`src/rtl/pipe_stage_skid_pkg.sv`:
```
// Shared types for the pipeline skid stage: state encoding, default widths,
// the entry record and a state-to-occupancy helper.
package pipe_stage_skid_pkg;

  localparam int DATA_W_DEF = 32;
  localparam int NWORDS_DEF = 5;
  localparam int EXC_W_DEF  = 7;
  localparam int WBA_W      = 5;
  localparam int PC_W       = 32;

  // Encoding chosen so the state value equals the number of held entries.
  typedef enum logic [1:0] {
    ST_EMPTY = 2'd0,
    ST_MAIN  = 2'd1,
    ST_FULL  = 2'd2
  } state_t;

  // One pipeline entry at default widths; field order matches the flat
  // {data, wba, pc, exc} packing used inside the stage.
  typedef struct packed {
    logic [NWORDS_DEF*DATA_W_DEF-1:0] data;
    logic [WBA_W-1:0]                 wba;
    logic [PC_W-1:0]                  pc;
    logic [EXC_W_DEF-1:0]             exc;
  } entry_t;

  function automatic logic [1:0] occ_of(state_t s);
    case (s)
      ST_MAIN: occ_of = 2'd1;
      ST_FULL: occ_of = 2'd2;
      default: occ_of = 2'd0;
    endcase
  endfunction

endpackage

```
`src/rtl/pipe_stage_skid_if.sv`:
```
// Handshake bundle between an upstream producer, the stage and downstream.
// Valid/ready: a word moves on a rising edge where valid and ready are both 1;
// valid and payload must hold until that edge, ready may change any cycle.
interface pipe_stage_skid_if
  import pipe_stage_skid_pkg::*;
#(
  parameter int DATA_W = DATA_W_DEF,
  parameter int NWORDS = NWORDS_DEF,
  parameter int EXC_W  = EXC_W_DEF
);
  logic                     flush;
  logic                     in_valid;
  logic                     in_ready;
  logic [NWORDS*DATA_W-1:0] in_data;
  logic [WBA_W-1:0]         in_wba;
  logic [PC_W-1:0]          in_pc;
  logic [EXC_W-1:0]         in_exc;
  logic                     out_valid;
  logic                     out_ready;
  logic [NWORDS*DATA_W-1:0] out_data;
  logic [WBA_W-1:0]         out_wba;
  logic [PC_W-1:0]          out_pc;
  logic [EXC_W-1:0]         out_exc;
  logic                     out_exc_any;
  logic [1:0]               occupancy;
  state_t                   dbg_state;

  modport master (
    output flush, in_valid, in_data, in_wba, in_pc, in_exc, out_ready,
    input  in_ready, out_valid, out_data, out_wba, out_pc, out_exc,
           out_exc_any, occupancy, dbg_state
  );

  modport slave (
    input  flush, in_valid, in_data, in_wba, in_pc, in_exc, out_ready,
    output in_ready, out_valid, out_data, out_wba, out_pc, out_exc,
           out_exc_any, occupancy, dbg_state
  );
endinterface

```
`src/rtl/pipe_entry_reg.sv`:
```
// Clearable, load-enabled register holding one flattened pipeline entry.
module pipe_entry_reg #(
  parameter int W = 8
)(
  input  logic         clk,
  input  logic         rst,
  input  logic         clr,
  input  logic         ld,
  input  logic [W-1:0] d,
  output logic [W-1:0] q
);
  // Clear wins over load so a flush always leaves the register zero.
  always_ff @(posedge clk or posedge rst) begin
    if (rst)      q <= '0;
    else if (clr) q <= '0;
    else if (ld)  q <= d;
  end
endmodule

```
`src/rtl/pipe_stage_skid.sv`:
```
// One-cycle pipeline stage. SKID=1 keeps a second entry so in_ready can be a
// flop; SKID=0 is a single register whose in_ready looks through out_ready.
module pipe_stage_skid
  import pipe_stage_skid_pkg::*;
#(
  parameter int DATA_W = DATA_W_DEF,
  parameter int NWORDS = NWORDS_DEF,
  parameter int EXC_W  = EXC_W_DEF,
  parameter int SKID   = 1
)(
  input  logic              clk,
  input  logic              rst,
  pipe_stage_skid_if.slave  bus
);
  localparam int DW    = NWORDS*DATA_W;
  localparam int ENT_W = DW + WBA_W + PC_W + EXC_W;

  state_t           state_q, state_d;
  logic             main_ld, main_clr, skid_ld, skid_clr, main_from_skid;
  logic [ENT_W-1:0] in_ent, main_d, main_q, skid_q;
  logic             in_ready_c, out_valid_c, in_fire, out_fire;

  assign in_ent      = {bus.in_data, bus.in_wba, bus.in_pc, bus.in_exc};
  assign out_valid_c = (state_q != ST_EMPTY);
  assign in_fire     = bus.in_valid & in_ready_c;
  assign out_fire    = out_valid_c & bus.out_ready;
  assign main_d      = main_from_skid ? skid_q : in_ent;

  // State register.
  always_ff @(posedge clk or posedge rst) begin
    if (rst) state_q <= ST_EMPTY;
    else     state_q <= state_d;
  end

  // Next state and register enables; flush overrides every transfer.
  // With SKID=0, MAIN never sees an accept without a departure, so FULL is unreachable.
  always_comb begin
    state_d        = state_q;
    main_ld        = 1'b0;
    main_clr       = 1'b0;
    skid_ld        = 1'b0;
    skid_clr       = 1'b0;
    main_from_skid = 1'b0;
    if (bus.flush) begin
      state_d  = ST_EMPTY;
      main_clr = 1'b1;
      skid_clr = 1'b1;
    end else begin
      case (state_q)
        ST_EMPTY: if (in_fire) begin
          state_d = ST_MAIN;
          main_ld = 1'b1;
        end
        ST_MAIN: begin
          if (in_fire && out_fire) begin
            main_ld = 1'b1;
          end else if (in_fire) begin
            state_d = ST_FULL;
            skid_ld = 1'b1;
          end else if (out_fire) begin
            state_d  = ST_EMPTY;
            main_clr = 1'b1;
          end
        end
        ST_FULL: if (out_fire) begin
          state_d        = ST_MAIN;
          main_ld        = 1'b1;
          main_from_skid = 1'b1;
          skid_clr       = 1'b1;
        end
        default: state_d = ST_EMPTY;
      endcase
    end
  end

  // Main entry is cleared whenever the stage empties, so outputs read zero when idle.
  pipe_entry_reg #(.W(ENT_W)) u_main (
    .clk (clk),
    .rst (rst),
    .clr (main_clr),
    .ld  (main_ld),
    .d   (main_d),
    .q   (main_q)
  );

  generate
    if (SKID != 0) begin : g_skid
      logic in_ready_q;
      // Registered ready: decoded from the next state, never from out_ready.
      always_ff @(posedge clk or posedge rst) begin
        if (rst) in_ready_q <= 1'b1;
        else     in_ready_q <= (state_d != ST_FULL);
      end
      assign in_ready_c = in_ready_q;

      pipe_entry_reg #(.W(ENT_W)) u_skid (
        .clk (clk),
        .rst (rst),
        .clr (skid_clr),
        .ld  (skid_ld),
        .d   (in_ent),
        .q   (skid_q)
      );
    end else begin : g_single
      assign in_ready_c = (state_q != ST_MAIN) | bus.out_ready;
      assign skid_q     = '0;
    end
  endgenerate

  assign bus.in_ready    = in_ready_c;
  assign bus.out_valid   = out_valid_c;
  assign bus.out_data    = main_q[ENT_W-1 -: DW];
  assign bus.out_wba     = main_q[WBA_W+PC_W+EXC_W-1 -: WBA_W];
  assign bus.out_pc      = main_q[PC_W+EXC_W-1 -: PC_W];
  assign bus.out_exc     = main_q[EXC_W-1:0];
  assign bus.out_exc_any = out_valid_c & (|main_q[EXC_W-1:0]);
  assign bus.occupancy   = occ_of(state_q);
  assign bus.dbg_state   = state_q;

endmodule

```
`src/flat_wrapper.sv`:
```
// flat-port wrapper written by rule: the top's interface ports become plain ports
module pipe_stage_skid_flat import pipe_stage_skid_pkg::*;
#(
  parameter int DATA_W = DATA_W_DEF,
  parameter int NWORDS = NWORDS_DEF,
  parameter int EXC_W  = EXC_W_DEF,
  parameter int SKID   = 1
)
  (clk, rst, bus_flush, bus_in_valid, bus_in_data, bus_in_wba, bus_in_pc, bus_in_exc, bus_out_ready, bus_in_ready, bus_out_valid, bus_out_data, bus_out_wba, bus_out_pc, bus_out_exc, bus_out_exc_any, bus_occupancy, bus_dbg_state);
  pipe_stage_skid_if #(.DATA_W(DATA_W), .NWORDS(NWORDS), .EXC_W(EXC_W)) bus_i ();
  input  logic clk;
  input  logic rst;
  input wire logic [$bits(bus_i.flush)-1:0] bus_flush;
  input wire logic [$bits(bus_i.in_valid)-1:0] bus_in_valid;
  input wire logic [$bits(bus_i.in_data)-1:0] bus_in_data;
  input wire logic [$bits(bus_i.in_wba)-1:0] bus_in_wba;
  input wire logic [$bits(bus_i.in_pc)-1:0] bus_in_pc;
  input wire logic [$bits(bus_i.in_exc)-1:0] bus_in_exc;
  input wire logic [$bits(bus_i.out_ready)-1:0] bus_out_ready;
  output wire logic [$bits(bus_i.in_ready)-1:0] bus_in_ready;
  output wire logic [$bits(bus_i.out_valid)-1:0] bus_out_valid;
  output wire logic [$bits(bus_i.out_data)-1:0] bus_out_data;
  output wire logic [$bits(bus_i.out_wba)-1:0] bus_out_wba;
  output wire logic [$bits(bus_i.out_pc)-1:0] bus_out_pc;
  output wire logic [$bits(bus_i.out_exc)-1:0] bus_out_exc;
  output wire logic [$bits(bus_i.out_exc_any)-1:0] bus_out_exc_any;
  output wire logic [$bits(bus_i.occupancy)-1:0] bus_occupancy;
  output wire logic [$bits(bus_i.dbg_state)-1:0] bus_dbg_state;
  assign bus_i.flush = bus_flush;
  assign bus_i.in_valid = bus_in_valid;
  assign bus_i.in_data = bus_in_data;
  assign bus_i.in_wba = bus_in_wba;
  assign bus_i.in_pc = bus_in_pc;
  assign bus_i.in_exc = bus_in_exc;
  assign bus_i.out_ready = bus_out_ready;
  assign bus_in_ready = bus_i.in_ready;
  assign bus_out_valid = bus_i.out_valid;
  assign bus_out_data = bus_i.out_data;
  assign bus_out_wba = bus_i.out_wba;
  assign bus_out_pc = bus_i.out_pc;
  assign bus_out_exc = bus_i.out_exc;
  assign bus_out_exc_any = bus_i.out_exc_any;
  assign bus_occupancy = bus_i.occupancy;
  assign bus_dbg_state = bus_i.dbg_state;
  pipe_stage_skid #(.DATA_W(DATA_W), .NWORDS(NWORDS), .EXC_W(EXC_W), .SKID(SKID)) u_core (.clk(clk), .rst(rst), .bus(bus_i));
endmodule
```
`config.mk`:
```
export PLATFORM = sky130hd
export DESIGN_NAME = pipe_stage_skid_flat
export DESIGN_NICKNAME = d
export VERILOG_FILES = /design/src/rtl/pipe_stage_skid_pkg.sv /design/src/rtl/pipe_stage_skid_if.sv /design/src/rtl/pipe_entry_reg.sv /design/src/rtl/pipe_stage_skid.sv /design/src/flat_wrapper.sv
export SDC_FILE = /design/constraint.sdc
export NUM_CORES = 1
export LEC_CHECK = 0
export ABC_AREA = 0
export BUFFER_PORTS_ARGS = -buffer_cell sky130_fd_sc_hd__buf_4
export CELL_PAD_IN_SITES_DETAIL_PLACEMENT = 1
export CELL_PAD_IN_SITES_GLOBAL_PLACEMENT = 1
export CORE_AREA = 2 2 201 203
export DETAILED_ROUTE_END_ITERATION = 7
export DIE_AREA = 0 0 203 205
export GPL_TIMING_DRIVEN = 0
export PLACE_DENSITY_LB_ADDON = 0.1
export SYNTH_ARGS = -nofsm -noshare
export SYNTH_HDL_FRONTEND = slang
export SYNTH_SLANG_ARGS = --single-unit
```
`constraint.sdc`:
```
create_clock -name clk -period 14.05 [get_ports clk]
set_input_delay 0.7025 -clock clk [delete_from_list [all_inputs] [get_ports clk]]
set_output_delay 0.7025 -clock clk [all_outputs]
set_load 0.01 [all_outputs]
```
==> reports/metrics.csv, run 1 <==
stage,metric,value,unit
cells_and_area,finalNetCount,1843,
timing,fmax,0.388,GHz
worst_setup_path,cp_max_fo,10,
synth,yosysTopAreaCell,dfrtp_1,
worst_setup_path,worstReg2RegEnd,u_core.u_main.q[82]$_DFFE_PP0P_,
synth,synth_area,16800,µm²
floorplanning,start_util,0.426,
timing,setup_tns,0,ps
timing,finalSetupViolations,0,
worst_setup_path,crit_path_start_kind,flip-flop,
worst_hold_path,hp-class,in -> async,
clock_tree,clk_latency,560,ps
global_route,grt_max_degree,110,
detailed_routing,ant_nets,0,
worst_setup_path,arrival,3000,ps
clock_tree,clkSinkCount,411,
worst_setup_path,rrSetupSlack,11470,ps
global_route,antenna_found_initial,11,
timing,hold_viol,0,
detailed_routing,firstDrtPassIters,4,
floorplanning,core_area,39400,µm²
timing,rsz0062_at_grt,false,
synth,synth-seq-area-share,0.614,
power_and_ir_drop,p_total,0.00282,W
global_route,grt.overflow.total,0,
worst_setup_path,worstPathRequired,14470,ps
detailed_routing,drt-total-wl,51.7,mm
detailed_routing,drt_iter0_drc,668,
synth,synth_top_area_frac,0.612,
flow_run,max_cap_viol_count,0,
synth,synth_fp_nets,1375,
cells_and_area,drive_gt1_frac,0.343,
worst_setup_path,r2r.worst_path.cells,8,
floorplanning,io_pins,420,
global_route,grt_pass1_vias,13300,
global_route,grt_pass1_wl,80.0,mm
timing,slew_headroom,0.392,
placed_design,io_buffers,418,
clock_tree,cts_resized,0,
timing,finClkSkew,15.0,ps
timing,min_period,2580,ps
synth,synth_area_per_cell,14.4,µm²
clock_tree,postCtsHoldBufs,0,
global_route,grt_use_total,0.249,
detailed_routing,wire_per_inst,23.6,µm
worst_setup_path,worstSetupPathType,reg -> reg,
power_and_ir_drop,p_leak,10.3,nW
power_and_ir_drop,vdd_ir_drop_max,73.3,µV
worst_setup_path,reg2reg_from,u_core.bus.dbg_state[1]$_DFF_PP0_,
timing,fin_crit_sh,0.184,
clock_tree,cts_root_buf,clkbuf_16,
floorplanning,die_w,203,µm
worst_setup_path,crit_path_end_kind,flip-flop,
floorplanning,dieHeight,205,µm
clock_tree,cts_buffers,45,
clock_tree,cts_tree,done,
power_and_ir_drop,power.density,128,nW/µm²
synth,synthCells,1166,
detailed_routing,vias,12400,
synth,synth_seq_cells,411,
placed_design,place_congestion,0.772,
detailed_routing,viasPerCell,5.65,
floorplanning,rows,73,
synth,synth-warning-count,0,
detailed_routing,drc,0,
floorplanning,dieArea,41600,µm²
clock_tree,h-tree-depth,2,
timing,maxSlewViolCount,0,
timing,worstMarginPinSlew,911,ps
run_status,status,finished clean,
placed_design,dp_hpwl,35.4,mm
synth,synth_cell_types,27,
cells_and_area,syn_to_final_growth,31.8,%
synth,ys_top_cells_by_area,"dfrtp_1 61%, mux2i_1 12%, a22o_1 11%, o2bb2ai_1 11%, buf_2 1.7%",
clock_tree,cts.reportedPaths.clkPinSlew,60,ps
clock_tree,post_cts_buffers,0,
clock_tree,cts_buffer_depth,3,
worst max path at each step:
stage / startpoint / end / slack, ps / cells after the start
6_report: u_core.bus.dbg_state[1]$_DFF_PP0_ / u_core.u_main.q[82]$_DFFE_PP0P_ / 11470 / 8
3_3_place_gp: rst / u_core.g_skid.u_skid.q[132]$_DFFE_PP0P_ / -3000 / 2
5_1_grt: u_core.bus.dbg_state[1]$_DFF_PP0_ / u_core.u_main.q[82]$_DFFE_PP0P_ / 11290 / 8
2_1_floorplan: rst / u_core.bus.dbg_state[0]$_DFF_PP0_ / 1910 / 1
3_5_place_dp: bus_in_valid / u_core.u_main.q[109]$_DFFE_PP0P_ / 11120 / 8
4_1_cts: u_core.bus.dbg_state[1]$_DFF_PP0_ / u_core.u_main.q[82]$_DFFE_PP0P_ / 11380 / 8
cell families (layout without fill, tap and decap cells):
logic type / after synthesis / count (layout) / synth area share
other cells: 0 / 8 / 0
buf+inv: 119 / 615 / 0.0405
flops: 411 / 411 / 0.614
mux: 204 / 204 / 0.122
compound gates: 416 / 416 / 0.217
simple gates: 16 / 16 / 0.00642
routing by layer:
layer	global-route usage	wire length, µm	part of all wire
met1	0.325	21900	0.42
met2	0.383	24000	0.46
met3	0.0729	3790	0.073
met4	0.117	2000	0.039
met5	0	36	0.00070
area by class of cell:
type | instances | area, µm²
clock buffers | 63 | 1250
flip-flops and latches | 411 | 10300
clock inverters | 12 | 166
multi-input cells | 636 | 5790
well taps | 525 | 657
repair buffers | 421 | 3220
plain buffers | 115 | 664
fillers | 3953 | 17300
inverters | 4 | 22.5
diodes | 8 | 20.0
critical path, cell delays in order (launching register included):
cell       delay [ps]
dfrtp_1           430
nor2b_1           150
buf_4             160
o21ai_1           150
a21o_1            130
buf_2             200
clkbuf_1          710
buf_2             380
o2bb2ai_1         110
through the flow:
| step | area (µm²) | util | hold slack, ps | std cells | worst slack, ps |
|---|---|---|---|---|---|
| floorplan | 16800 | - | 473 | 1166 | 1910 |
| global placement | 20500 | 0.522 | 472 | 2109 | -3000 |
| detailed placement | 20600 | 0.524 | 475 | 2112 | 11120 |
| CTS | 22100 | 0.560 | 313 | 2187 | 11380 |
| global route | 22100 | 0.561 | 345 | 2193 | 11290 |
| finish | 22100 | 0.561 | 290 | 2195 | 11470 |
synth_stat cells (all sizes together):
cell	number
nor2	4
nor4	2
inv	4
nor3	1
o21bai	1
clkbuf	28
nand2b	1
nand3	1
dfstp	1
mux2i	204
a21o	1
and3b	3
nor2b	2
dfrtp	410
o2bb2ai	204
buf	87
a21oi	2
o21ai	3
and2	1
nand2	1
a22o	204
a221oi	1
cell usage in the layout, fill, tap and decap left out:
cell type | Yosys | layout
a21o_1 | 1 | 1
dfstp_2 | 1 | 1
inv_1 | 4 | 3
a21oi_1 | 2 | 2
bufinv_16 | 0 | 4
nand3_1 | 1 | 1
buf_6 | 18 | 18
and3b_1 | 3 | 3
o21ai_0 | 1 | 1
clkinvlp_4 | 0 | 1
buf_2 | 57 | 57
nand2_1 | 1 | 1
nand2b_1 | 1 | 1
buf_16 | 0 | 3
a221oi_4 | 1 | 1
nor3_1 | 1 | 1
nor4_1 | 1 | 1
and2_1 | 1 | 1
o21ai_1 | 2 | 2
clkbuf_8 | 0 | 6
o21bai_1 | 1 | 1
clkinv_2 | 0 | 6
buf_1 | 5 | 5
nor2b_1 | 2 | 2
mux2i_1 | 204 | 204
clkbuf_1 | 28 | 40
buf_4 | 7 | 425
a22o_1 | 204 | 204
nor2_1 | 4 | 4
inv_8 | 0 | 1
clkinv_4 | 0 | 1
o2bb2ai_1 | 204 | 204
dfrtp_1 | 410 | 410
diode_2 | 0 | 8
clkbuf_16 | 0 | 45
nor4_4 | 1 | 1
where the power goes:
part           internal (W)  total (W)  switching (W)
clock              0.000692    0.00117       0.000477
sequential          0.00125    0.00129      0.0000437
combinational      0.000165   0.000361       0.000196
sequential cells by signal, indices dropped and copies added, names as in the netlist:
name / count
u_core.g_skid.u_skid.q: 204
u_core.u_main.q: 204
u_core.bus.dbg_state: 2
u_core.bus.in_ready: 1
No activity file was read; power rests on OpenSTA's default activity.
==> run 2, diff against run 1 <==
--- a/config.mk
+++ b/config.mk
@@ -9,9 +9,9 @@
 export BUFFER_PORTS_ARGS = -buffer_cell sky130_fd_sc_hd__buf_4
 export CELL_PAD_IN_SITES_DETAIL_PLACEMENT = 1
 export CELL_PAD_IN_SITES_GLOBAL_PLACEMENT = 1
-export CORE_AREA = 2 2 201 203
+export CORE_AREA = 2 2 211 213
 export DETAILED_ROUTE_END_ITERATION = 7
-export DIE_AREA = 0 0 203 205
+export DIE_AREA = 0 0 213 215
 export GPL_TIMING_DRIVEN = 0
 export PLACE_DENSITY_LB_ADDON = 0.1
 export SYNTH_ARGS = -nofsm -noshare
==> constraint.sdc (replaced) <==
create_clock -name clk -period 2.09 [get_ports clk]
set_input_delay 0.1045 -clock clk [delete_from_list [all_inputs] [get_ports clk]]
set_output_delay 0.1045 -clock clk [all_outputs]
set_load 0.01 [all_outputs]
==> reports/metrics.csv, run 2 (synthesized netlist as in run 1, its figures left out) <==
stage,metric,value,unit,change
detailed_routing,drt-total-wl,55.9,mm,+8.1%
power_and_ir_drop,power.density,798,nW/µm²,+520%
floorplanning,dieArea,45800,µm²,+10%
worst_setup_path,cp_slowest_cell,dfrtp_1,,
worst_setup_path,critPathTopFamily,buffers and inverters,,
worst_setup_path,worst_path_largest_cell_delay,430,ps,-280 ps
worst_hold_path,hp-class,in -> async,,
worst_setup_path,worstPathRequired,2570,ps,-11900 ps
global_route,grt_max_degree,42,,-62%
detailed_routing,drt_iter0_drc,695,,+4.0%
worst_setup_path,crit_buf_inv,4,,unchanged
timing,hold_viol,0,,unchanged
clock_tree,clkSinkCount,411,,unchanged
cells_and_area,mostFrequentLayoutCell,buf_4,,
worst_setup_path,worstSetupPathType,reg -> reg,,
timing,setup_tns,0,ps,unchanged
clock_tree,cts_tree,done,,
timing,finalSetupViolations,0,,unchanged
clock_tree,cts_buffers,47,,+4.4%
clock_tree,cts.reportedPaths.clkPinSlew,60,ps,about the same
placed_design,dp_hpwl,37.1,mm,+4.7%
worst_setup_path,r2r.worst_path.cells,8,,unchanged
worst_setup_path,cp_cell_sequence,nor2b_1 > buf_4 > o21ai_1 > and3b_1 > buf_2 > buf_6 > buf_2 > o2bb2ai_1,,
global_route,use_met3,0.0598,,-0.0131
floorplanning,core_area,43600,µm²,+11%
floorplanning,die_w,213,µm,+4.9%
global_route,antenna_found_initial,6,,-5
power_and_ir_drop,vdd_ir_drop_max,544,µV,+640%
cells_and_area,post-route-util,0.565,,+0.00393
timing,rsz0062_at_grt,true,,
run_status,status,finished clean,,
global_route,gr-max-usage-layer,met2,,
clock_tree,cts_buffer_depth,3,,unchanged
global_route,grt.overflow.total,0,,unchanged
clock_tree,clk_latency,580,ps,+20 ps
timing,slew_headroom,0.618,,+0.225
cells_and_area,drive_gt1_frac,0.328,,-0.0153
power_and_ir_drop,p_leak,11.4,nW,+11%
floorplanning,rows,77,,+5.5%
floorplanning,start_util,0.384,,-0.0417
global_route,grt_pass1_vias,14600,,+9.8%
global_route,grt_pass1_wl,86.8,mm,+8.5%
timing,min_period,1990,ps,-593 ps
timing,fmax,0.504,GHz,+30%
worst_setup_path,reg2reg_from,u_core.bus.dbg_state[1]$_DFF_PP0_,,
global_route,use_met2,0.389,,+0.00550
cells_and_area,finalNetCount,2064,,+12%
clock_tree,cts_root_buf,clkbuf_16,,
timing,fin_crit_sh,0.950,,+0.766
placed_design,pre_cts_ws,-542,ps,-11660 ps
worst_setup_path,rrSetupSlack,100,ps,-11370 ps
timing,setup_ws,105,ps,-11370 ps
worst_setup_path,cp_max_fo,10,,unchanged
placed_design,io_buffers,418,,unchanged
worst_setup_path,arrival,2460,ps,-540 ps
detailed_routing,vias,13100,,+5.9%
placed_design,place_congestion,0.764,,-1.1%
detailed_routing,firstDrtPassIters,4,,unchanged
detailed_routing,wire_per_inst,22.5,µm,-4.5%
global_route,grt_use_total,0.244,,-0.00482
timing,finClkSkew,24.1,ps,+9.17 ps
worst_setup_path,cpMostUsedCell,buf_2,,
floorplanning,io_pins,420,,unchanged
timing,holdWs,35.9,ps,-254 ps
cells_and_area,syn_to_final_growth,47.1,%,
floorplanning,dieHeight,215,µm,+4.9%
cells_and_area,fillers,4331,,+9.6%
cells_and_area,layout_common_cells,"432 x buf_4, 410 x dfrtp_1, 209 x dlygate4sd3_1",,
timing,maxSlewViolCount,0,,unchanged
clock_tree,h-tree-depth,2,,unchanged
timing,worstMarginPinSlew,573,ps,-338 ps
worst_setup_path,worstReg2RegEnd,u_core.u_main.q[68]$_DFFE_PP0P_,,
detailed_routing,viasPerCell,5.29,,-6.4%
flow_run,max_cap_viol_count,0,,unchanged
worst_setup_path,crit_path_end_kind,flip-flop,,
power_and_ir_drop,p_total,0.0197,W,+600%
detailed_routing,drc,0,,unchanged
detailed_routing,ant_nets,0,,unchanged
worst_setup_path,crit_path_start_kind,flip-flop,,
global_route,use_met1,0.323,,-0.00249
run 2: cell count changes in the layout (fill, tap and decap cells not counted), moves of 5 or more:
| cell | before | now |
|---|---|---|
| dlygate4sd3_1 | 0 | 209 |
| buf_2 | 57 | 30 |
| clkbuf_1 | 40 | 15 |
| clkbuf_4 | 0 | 24 |
| clkbuf_2 | 0 | 17 |
| buf_12 | 0 | 13 |
| clkbuf_8 | 6 | 16 |
| buf_4 | 425 | 432 |
| buf_1 | 5 | 0 |
run 2: worst max path at each step:
stage	to	slack [ps]	start	cells past startpoint
detailed placement	u_core.u_main.q[28]$_DFFE_PP0P_	-540	u_core.bus.dbg_state[1]$_DFF_PP0_	8
global route	u_core.u_main.q[202]$_DFFE_PP0P_	-30	u_core.bus.dbg_state[1]$_DFF_PP0_	8
CTS	u_core.u_main.q[28]$_DFFE_PP0P_	10	u_core.bus.dbg_state[0]$_DFF_PP0_	7
floorplan	u_core.bus.dbg_state[0]$_DFF_PP0_	-3550	rst	1
global placement	u_core.u_main.q[135]$_DFFE_PP0P_	-6280	rst	2
finish	u_core.u_main.q[68]$_DFFE_PP0P_	100	u_core.bus.dbg_state[1]$_DFF_PP0_	8
run 2: layout make-up:
class,instances,area [µm²],area share
flip-flops and latches,411,10300,0.417
inverters,4,18.8,0.000761
clock inverters,12,88.8,0.00360
diodes,5,12.5,0.000508
multi-input cells,636,5800,0.235
plain buffers,115,823,0.0334
repair buffers,640,5470,0.222
clock buffers,68,1420,0.0574
well taps,592,741,0.0300
run 2: repair_timing:
| action | in CTS | in global routing |
|---|---|---|
| hold buffers | 209 | 0 |
| hold endpoints to repair | 492 | 0 |
| setup endpoints to repair | 285 | 348 |
| pin swaps | 0 | 1 |
| setup buffers | 0 | 2 |
| gates resized for setup | 27 | 51 |
run 2: worst register-to-register path, stage by stage, from the launching register on:
cell       delay, ps
dfrtp_1          430
nor2b_1          150
buf_4            160
o21ai_1          120
and3b_1          160
buf_2            220
buf_6            230
buf_2            280
o2bb2ai_1        160
run 2: where the power goes:
group | switching [W] | internal (W) | total [W]
sequential | 0.000302 | 0.00841 | 0.00871
clock | 0.00330 | 0.00478 | 0.00809
combinational | 0.00144 | 0.00143 | 0.00287
total | 0.00504 | 0.0146 | 0.0197
run 2: per-layer routing:
layer / vias up / part of all wire
li1: 5889 / -
met1: 6807 / 0.43
met2: 345 / 0.48
met3: 84 / 0.061
met4: 2 / 0.030
met5: - / 0.00023
run 2: per-stage QoR:
step | instance area (µm²) | cells
2_1_floorplan | 16800 | 1166
3_3_place_gp | 20600 | 2176
3_5_place_dp | 20900 | 2187
4_1_cts | 24500 | 2476
5_1_grt | 24600 | 2483
6_report | 24600 | 2483
